File: config.mk
export PLATFORM = sky130hd
export DESIGN_NAME = bram_byte_viewer_flat
export DESIGN_NICKNAME = d
export VERILOG_FILES = /design/src/rtl/sd_view_pkg.sv /design/src/rtl/bram_byte_viewer_if.sv /design/src/rtl/btn_debounce.sv /design/src/rtl/bram_byte_viewer.sv /design/src/flat_wrapper.sv
export SDC_FILE = /design/constraint.sdc
export NUM_CORES = 1
export LEC_CHECK = 0
export ABC_CLOCK_PERIOD_IN_PS = 3900
export CORE_MARGIN = 2
export CORE_UTILIZATION = 60
export DETAILED_ROUTE_END_ITERATION = 7
export PLACE_DENSITY = 0.87
export SLEW_MARGIN = 20
export SYNTH_ARGS = -nofsm -noshare
export SYNTH_HDL_FRONTEND = slang
export SYNTH_SLANG_ARGS = --single-unit
File: constraint.sdc
create_clock -name clk -period 3.9 [get_ports clk]
set_input_delay 0.975 -clock clk [delete_from_list [all_inputs] [get_ports clk]]
set_output_delay 0.975 -clock clk [all_outputs]
set_load 0.03 [all_outputs]
File: src/rtl/sd_view_pkg.sv
// Shared definitions for the SD byte viewer.
//   state_t : viewer FSM encoding (IDLE, ISSUE, WAIT, SHOW)
//   BYTE_W  : width of one BRAM/display byte
package sd_view_pkg;

  localparam int BYTE_W = 8;

  typedef enum logic [1:0] {
    ST_IDLE  = 2'd0,
    ST_ISSUE = 2'd1,
    ST_WAIT  = 2'd2,
    ST_SHOW  = 2'd3
  } state_t;

endpackage

File: src/rtl/bram_byte_viewer_if.sv
// BRAM read port plus display hand-off of the byte viewer.
//   bram_en/bram_addr : read request towards the BRAM (viewer drives)
//   bram_dout         : read data, valid one clk after bram_en
//   disp_data/addr    : byte and its address for the display stage
//   disp_valid        : disp_* are stable and current
interface bram_byte_viewer_if #(
  parameter int ADDR_W = 9
);
  import sd_view_pkg::*;

  logic              bram_en;
  logic [ADDR_W-1:0] bram_addr;
  logic [BYTE_W-1:0] bram_dout;
  logic [BYTE_W-1:0] disp_data;
  logic [ADDR_W-1:0] disp_addr;
  logic              disp_valid;

  modport master (
    output bram_en, bram_addr, disp_data, disp_addr, disp_valid,
    input  bram_dout
  );

  modport slave (
    input  bram_en, bram_addr, disp_data, disp_addr, disp_valid,
    output bram_dout
  );

endinterface

File: src/rtl/btn_debounce.sv
// Push-button conditioner: 2-FF synchronizer, debouncer, rising-edge pulse.
//   clk, reset : system clock, synchronous active-low reset
//   btn        : raw asynchronous button
//   step       : one-cycle pulse when the accepted level goes 0 -> 1
module btn_debounce #(
  parameter int DEBOUNCE_CYCLES = 1_000_000
) (
  input  logic clk,
  input  logic reset,
  input  logic btn,
  output logic step
);

  localparam int CNT_W = $clog2(DEBOUNCE_CYCLES + 1);

  logic             sync_p0;
  logic             sync_p1;
  logic             level;
  logic [CNT_W-1:0] cnt;

  always_ff @(posedge clk) begin
    if (!reset) begin
      sync_p0 <= 1'b0;
      sync_p1 <= 1'b0;
      level   <= 1'b0;
      cnt     <= '0;
      step    <= 1'b0;
    end else begin
      sync_p0 <= btn;
      sync_p1 <= sync_p0;
      step    <= 1'b0;
      // Level flips on the DEBOUNCE_CYCLES-th consecutive differing cycle.
      if (sync_p1 != level) begin
        if (cnt == CNT_W'(DEBOUNCE_CYCLES - 1)) begin
          level <= sync_p1;
          cnt   <= '0;
          step  <= sync_p1;
        end else begin
          cnt <= cnt + 1'b1;
        end
      end else begin
        cnt <= '0;
      end
    end
  end

endmodule

File: src/rtl/bram_byte_viewer.sv
// Browses a byte-wide BRAM one address at a time and hands the byte to a
// display stage. Buttons step forward/backward, auto_en steps forward
// periodically, load_done (re)starts browsing at address 0.
//   clk, reset          : system clock, synchronous active-low reset
//   btn_next, btn_prev  : raw push-buttons
//   auto_en             : auto-advance enable (level)
//   load_done           : pulse, BRAM contents valid
//   bus (master)        : BRAM read port and display outputs
module bram_byte_viewer
  import sd_view_pkg::*;
#(
  parameter int ADDR_W          = 9,
  parameter int LAST_ADDR       = 511,
  parameter int DEBOUNCE_CYCLES = 1_000_000,
  parameter int AUTO_PERIOD     = 50_000_000
) (
  input  logic                clk,
  input  logic                reset,
  input  logic                btn_next,
  input  logic                btn_prev,
  input  logic                auto_en,
  input  logic                load_done,
  bram_byte_viewer_if.master  bus
);

  localparam logic [ADDR_W-1:0] LAST   = ADDR_W'(LAST_ADDR);
  localparam int                AUTO_W = $clog2(AUTO_PERIOD + 1);

  function automatic logic [ADDR_W-1:0] addr_next(input logic [ADDR_W-1:0] a);
    return (a >= LAST) ? '0 : a + 1'b1;
  endfunction

  function automatic logic [ADDR_W-1:0] addr_prev(input logic [ADDR_W-1:0] a);
    return (a == '0) ? LAST : a - 1'b1;
  endfunction

  logic              next_p0;
  logic              prev_p0;
  state_t            state;
  state_t            state_n;
  logic [ADDR_W-1:0] target;
  logic [ADDR_W-1:0] target_n;
  logic              capture;
  logic              step_take;
  logic [AUTO_W-1:0] auto_cnt;
  logic              auto_pulse;
  logic [BYTE_W-1:0] disp_data_p1;
  logic [ADDR_W-1:0] disp_addr_p1;

  btn_debounce #(.DEBOUNCE_CYCLES(DEBOUNCE_CYCLES)) u_next (
    .clk   (clk),
    .reset (reset),
    .btn   (btn_next),
    .step  (next_p0)
  );

  btn_debounce #(.DEBOUNCE_CYCLES(DEBOUNCE_CYCLES)) u_prev (
    .clk   (clk),
    .reset (reset),
    .btn   (btn_prev),
    .step  (prev_p0)
  );

  // Auto-advance: a registered pulse one cycle after the count wraps, so a
  // full step period is AUTO_PERIOD + 1 + the two fetch cycles.
  always_ff @(posedge clk) begin
    if (!reset) begin
      auto_cnt   <= '0;
      auto_pulse <= 1'b0;
    end else if (state != ST_SHOW || !auto_en || step_take) begin
      auto_cnt   <= '0;
      auto_pulse <= 1'b0;
    end else if (auto_cnt == AUTO_W'(AUTO_PERIOD - 1)) begin
      auto_cnt   <= '0;
      auto_pulse <= 1'b1;
    end else begin
      auto_cnt   <= auto_cnt + 1'b1;
      auto_pulse <= 1'b0;
    end
  end

  always_comb begin
    state_n   = state;
    target_n  = target;
    capture   = 1'b0;
    step_take = 1'b0;
    case (state)
      ST_IDLE:  state_n = ST_IDLE;
      ST_ISSUE: state_n = ST_WAIT;
      ST_WAIT: begin
        state_n = ST_SHOW;
        capture = 1'b1;
      end
      ST_SHOW: begin
        // Opposite button pulses cancel; a button step overrides auto.
        if (next_p0 ^ prev_p0) begin
          step_take = 1'b1;
          state_n   = ST_ISSUE;
          target_n  = next_p0 ? addr_next(target) : addr_prev(target);
        end else if (auto_pulse && auto_en) begin
          step_take = 1'b1;
          state_n   = ST_ISSUE;
          target_n  = addr_next(target);
        end
      end
      default: state_n = ST_IDLE;
    endcase
    // A fresh load restarts from address 0 from any state.
    if (load_done) begin
      state_n   = ST_ISSUE;
      target_n  = '0;
      capture   = 1'b0;
      step_take = 1'b0;
    end
  end

  // Stage boundary: state/target register, capture of BRAM data into display
  always_ff @(posedge clk) begin
    if (!reset) begin
      state        <= ST_IDLE;
      target       <= '0;
      disp_data_p1 <= '0;
      disp_addr_p1 <= '0;
    end else begin
      state  <= state_n;
      target <= target_n;
      if (capture) begin
        disp_data_p1 <= bus.bram_dout;
        disp_addr_p1 <= target;
      end
    end
  end

  // target only moves when entering ISSUE, so it doubles as a held bram_addr.
  assign bus.bram_en    = (state == ST_ISSUE);
  assign bus.bram_addr  = target;
  assign bus.disp_valid = (state == ST_SHOW);
  assign bus.disp_data  = disp_data_p1;
  assign bus.disp_addr  = disp_addr_p1;

endmodule
File: src/flat_wrapper.sv
// flat-port wrapper written by rule: the top's interface ports become plain ports
module bram_byte_viewer_flat import sd_view_pkg::*;
#(
  parameter int ADDR_W          = 9,
  parameter int LAST_ADDR       = 511,
  parameter int DEBOUNCE_CYCLES = 1_000_000,
  parameter int AUTO_PERIOD     = 50_000_000
)
  (clk, reset, btn_next, btn_prev, auto_en, load_done, bus_bram_en, bus_bram_addr, bus_disp_data, bus_disp_addr, bus_disp_valid, bus_bram_dout);
  bram_byte_viewer_if #(.ADDR_W(ADDR_W)) bus_i ();
  input  logic clk;
  input  logic reset;
  input  logic btn_next;
  input  logic btn_prev;
  input  logic auto_en;
  input  logic load_done;
  output wire logic [$bits(bus_i.bram_en)-1:0] bus_bram_en;
  output wire logic [$bits(bus_i.bram_addr)-1:0] bus_bram_addr;
  output wire logic [$bits(bus_i.disp_data)-1:0] bus_disp_data;
  output wire logic [$bits(bus_i.disp_addr)-1:0] bus_disp_addr;
  output wire logic [$bits(bus_i.disp_valid)-1:0] bus_disp_valid;
  input wire logic [$bits(bus_i.bram_dout)-1:0] bus_bram_dout;
  assign bus_bram_en = bus_i.bram_en;
  assign bus_bram_addr = bus_i.bram_addr;
  assign bus_disp_data = bus_i.disp_data;
  assign bus_disp_addr = bus_i.disp_addr;
  assign bus_disp_valid = bus_i.disp_valid;
  assign bus_i.bram_dout = bus_bram_dout;
  bram_byte_viewer #(.ADDR_W(ADDR_W), .LAST_ADDR(LAST_ADDR), .DEBOUNCE_CYCLES(DEBOUNCE_CYCLES), .AUTO_PERIOD(AUTO_PERIOD)) u_core (.clk(clk), .reset(reset), .btn_next(btn_next), .btn_prev(btn_prev), .auto_en(auto_en), .load_done(load_done), .bus(bus_i));
endmodule
# Word level (Yosys, flattened, before mapping)
# Cells that the tools add are included.
# word_totals
reg_bits	103
in_bits	14
elab_cells	71
# op_classes
addsub	5
n_lt_le_gt_ge	1
n_eq_ne	11
mux	16
bitwise	4
reduce_logical	17
# op_table
operator	count
9-bit two-way mux	5
20-bit by 1-bit adder with 20-bit output (second input constant)	2
20-bit equality test (second input constant)	2
26-bit by 1-bit adder with 26-bit output (second input constant)	1
26-bit equality test (second input constant)	1
9-bit by 1-bit adder with 9-bit output (second input constant)	1
9-bit >= comparator (second input constant)	1
9-bit logical NOT	1
3-bit OR reduction	3
9-bit by 1-bit subtractor with 9-bit output (second input constant)	1
1-bit two-way mux	8
2-bit case mux with 4 select lines	1
2-bit AND reduction	3
3-bit AND reduction	2
2-bit equality test (second input constant)	2
2-bit two-way mux	2
4-bit by 2-bit != test with 1-bit output (second input constant)	1
2-bit OR reduction	2
3-bit by 1-bit != test with 1-bit output (second input constant)	1
1-bit inverter	3
2-bit by 1-bit equality test with 1-bit output (second input constant)	1
2-bit logical NOT	1
1-bit logical OR	2
1-bit != test	2
5 further kinds	5

# Longest topological paths before layout
# logic_depth
ltp_word	7
mapped_depth	8
mapped_depth_nobuf	8

# Modules after synthesis
# A second synthesis with hierarchy kept.
# unflattened
cells_unflattened	550
area_unflattened_um2	4807.1
# modules_own_cells
mod	n_inst	cells_each	area_each_um2	seq_area_each_um2
bram_byte_viewer	1	322	2685.1	1101.1
btn_debounce	2	114	1061.0	480.5

# Least setup slack after synthesis
# OpenSTA, ideal clock, no wires.
# synth_timing
kind	register to register
startpoint	reg u_core.target[1], in the netlist u_core.bus.bram_addr[1]
endpoint	reg u_core.target[3], in the netlist u_core.bus.bram_addr[3]
setup_time_ns	0.095
arrival_time_ns	2.027
setup_slack_ns	1.778
stages_incl_launch_ff	9
n_path_buf	2
synth_period_minus_slack_ns	2.122
cell_sequence	dfxtp_1 clkbuf_1 inv_1 ha_1 or4b_1 clkbuf_1 nor3_1 o21ai_1 a221oi_1
# synth_between
elab_chain_cells	4
word_cells_on_any_way	9
# synth_lines
item	line	text
start, declared	bram_byte_viewer.sv:41	logic [ADDR_W-1:0] target;
start signal, assigned	bram_byte_viewer.sv:126	target <= target_n;
9-bit by 1-bit adder with 9-bit output, or another cell as far along	bram_byte_viewer.sv:30	return (a >= LAST) ? '0 : a + 1'b1;
9-bit two-way mux (on tied branches)	bram_byte_viewer.sv:30, bram_byte_viewer.sv:34	
9-bit two-way mux (on tied branches)	bram_byte_viewer.sv:100, bram_byte_viewer.sv:99	
9-bit two-way mux (*)	bram_byte_viewer.sv:96	if (next_p0 ^ prev_p0) begin
# Mark *: on every way between the ends. The rest lies on a longest branch, timed or not. The select of a mux whose other input is x is not followed.
# A chain may end at the register's enable or synchronous reset.

# Final worst setup path
# layout_timing
startpoint	reg u_core.state[1]
endpoint	out bus_disp_valid
# layout_between
elab_chain_cells	1
# layout_lines
item	line	text
start, declared	bram_byte_viewer.sv:39	state_t state;
start signal, assigned	bram_byte_viewer.sv:125	state <= state_n;
2-bit equality test	bram_byte_viewer.sv:137	assign bus.disp_valid = (state == ST_SHOW);
end, declared	flat_wrapper.sv:21	output wire logic [$bits(bus_i.disp_valid)-1:0] bus_disp_valid;
# No other way between the ends.

==> summary.md <==
| Metric | Value |
|---|---|
| Post-synth EDFFs | 0 |
| Number of routed nets with antenna violations | 0 |
| Initial Util | 62.5% |
| Least-Margin Pin Slew | 0.903 ns |
| RSZ-0062 raised after global routing | false |
| H-tree levels | 3 |
| First-pass GRT wire length | 17900 um |
| Min Clock Period, post-route | 2.85 ns |
| Dpl hpwl | 7260 um |
| GRT Total Usage | 25.0% |
| Post-Syn Area | 4860 um^2 |
| Worst hold start | u_core.u_next.cnt[0] |
| Period utilization | 73.0% |
| Nets | 629 |
| Routability Congestion | 0.892 |
| Yosys reg bits | 103 |
| Die X | 94.0 um |
| Layout cells sized above 1 | 5.07% |
| Hold-fix buffers, CTS | 0 |
| Area Overhead vs Synth | 14.0% |
| CTS Buf Count | 9 |
| Setup Buffers After CTS | 0 |
| Top-area cell type share of the netlist area | 42.5% |
| Synth area leader | dfxtp_1 |
| Worst skew pair latency | 0.38 ns |
| Worst setup path startpoint | u_core.state[1] |
| CTS tree | yes |
| Largest net degree at the start of global routing | 27 |
| DRT iter0 DRCs | 212 |
| DRC | 0 |
| Number of port buffers | 41 |
| Synthesized instance count | 581 |
| # diodes | 0 |
| Crit path kind | reg -> out |
| Clk_skew | 0.0110 ns |
| Fill cells | 593 |
| Final WL | 10700 um |
| Critical path capture point type | primary output |
| Die Ht | 94.0 um |
| Yosys warns | 0 |
| Drt via density | 6.08 |
| Setup TNS Final | 0 ns |
| Yosys cell types | 54 |
| Clock slew at reported path FFs | 0.11 ns |
| Top cells by area, synth | dfxtp_1 42%, nand2_1 4.6%, a21oi_1 4.0%, xnor2_1 3.8%, nand3_1 3.3% |
| CTS Root Cell | clkbuf_8 |
| Vias | 4336 |
| CTS max path bufs | 2 |
| Top-level port count | 42 |
| Leakage power | 0.00169 uW |
| Final setup fails | 0 |
| Worst hold path type | reg -> reg |
| Syn_nets | 604 |
| Grt ovf | 0 |
| Max-Cap Viols | 0 |
| Sequential-to-total area share from yosys stat | 42.5% |
| Drt pass-1 iters | 5 |
| DR WL/cell | 15.0 um |
| Max Freq | 0.351 GHz |
| Critical Path AT | 1.87 ns |
| Clock sinks | 103 |
| Core Rows | 32 |
| Maximum fanout along the worst path | 9 |
| Post-synth ARST share | 0% |
| Avg Inst Size Synth | 8.36 um^2 |
| Worst reg2reg startpoint | u_core.auto_cnt[3] |
| Power per Cell Area | 331 nW/um^2 |
| Antenna violations before repair | 0 |
| Worst IR Drop VDD | 0.259 mV |
| Hold Slack | 0.451 ns |
| Worst endpoint required time | 2.92 ns |
| Core Area | 7770 um^2 |
| Max-slew violations | 0 |
| Worst setup SP type | flop |
| Die footprint | 8830 um^2 |
| CTS resizes | 0 |
| Final hold violations | 0 |
| Slew headroom | 39.0% |
| Status | finished, final reports clean |
| Vias in the first global route | 3979 |
| Post-synth top flop | dfxtp_1 |
## cell type report
class,instances,area (um^2),share of cell area [%]
Sequential cell,103,2060,37.2
Clock buffer,10,138,2.49
Clock inverter,6,86.3,1.56
Tap cell,102,128,2.31
Inverter,21,78.8,1.42
Multi-Input combinational cell,423,2580,46.6
Timing Repair Buffer,48,463,8.36
## through the flow
stage / utilization, % / total power (uW) / worst slack, ns / instances / area (um^2)
global route: 71.3 / 1900 / 0.961 / 713 / 5540
global placement: 68.4 / 1130 / 1.31 / 697 / 5310
floorplan: - / 1110 / 1.78 / 581 / 4860
detailed placement: 68.4 / 1130 / 1.24 / 697 / 5310
CTS: 71.3 / 1850 / 1.06 / 713 / 5540
finish: 71.3 / 1840 / 1.05 / 713 / 5540
## critical path, stage by stage, from the launching register on
cell and delay [ns]:
dfxtp_1 0.40, ha_1 0.34, clkdlybuf4s50_1 0.75
## where the power goes
part           internal [uW]  switching [uW]
clock network            332             395
registers               1060            3.21
logic                   22.3            26.8
total                   1410             425
## synth_stat cells, types with 9 or more instances
cell type    n
a211oi_1    13
a21oi_1     39
clkbuf_1    25
dfxtp_1    103
ha_1         9
inv_1       21
nand2_1     59
nand3_1     32
nand4_1     16
nor2_1      40
nor3_1      22
nor4_1      10
o21ai_0     17
o31ai_1     12
or3_1       22
or4_1       15
xnor2_1     21
xor2_1      17
## cells by family (layout without fill, tap and decap cells)
group                    Yosys count  in the layout  share of synthesized area [%]
AO/OA/AOI/OAI                    119            119                           15.5
XOR/XNOR                          38             38                           6.85
AND/OR/NAND/NOR                  255            255                           27.9
buffers and inverters             55             85                           4.56
multiplexers                       2              2                          0.438
flip-flops                       103            103                           42.5
adder cells (fa/ha/maj)            9              9                           2.32
## metal layers
metal  share of wire, %  track usage (%)
met4               0.69             6.28
met3                4.4             6.02
met5                  0                0
met1                 44             31.1
met2                 51             43.4
## final timing paths
path	slack, ns	cells after the start	to
worst max-delay path	1.05	2	bus_disp_valid
worst min register to register	0.45	1	u_core.u_next.cnt[0]
worst max register to register	1.25	4	u_core.auto_cnt[25]
worst min-delay path	0.45	1	u_core.u_next.cnt[0]
## flip-flops by register name (all words and copies together), names as in the netlist
register               count
u_core.u_prev.sync_p1      1
u_core.u_prev.sync_p0      1
u_core.u_next.sync_p1      1
u_core.u_next.cnt         20
u_core.u_next.step         1
u_core.state               2
u_core.bus.bram_addr       9
u_core.bus.disp_addr       9
u_core.u_prev.level        1
u_core.u_next.level        1
u_core.auto_cnt           26
u_core.u_prev.cnt         20
u_core.u_prev.step         1
u_core.bus.disp_data       8
u_core.u_next.sync_p0      1
u_core.auto_pulse          1
## cell usage in the layout, fill, tap and decap left out, drive strengths merged, types with 11 or more instances in the layout
| cell | n |
|---|---|
| o31ai | 12 |
| nor4 | 11 |
| xor2 | 17 |
| or4 | 15 |
| o21ai | 23 |
| clkdlybuf4s50 | 41 |
| a21oi | 39 |
| or3 | 22 |
| dfxtp | 103 |
| nor3 | 22 |
| nand3 | 32 |
| xnor2 | 21 |
| nor2 | 40 |
| inv | 24 |
| nand2 | 59 |
| a211oi | 13 |
| nand4 | 17 |
Note: power is estimated with default switching activity, not from simulation.
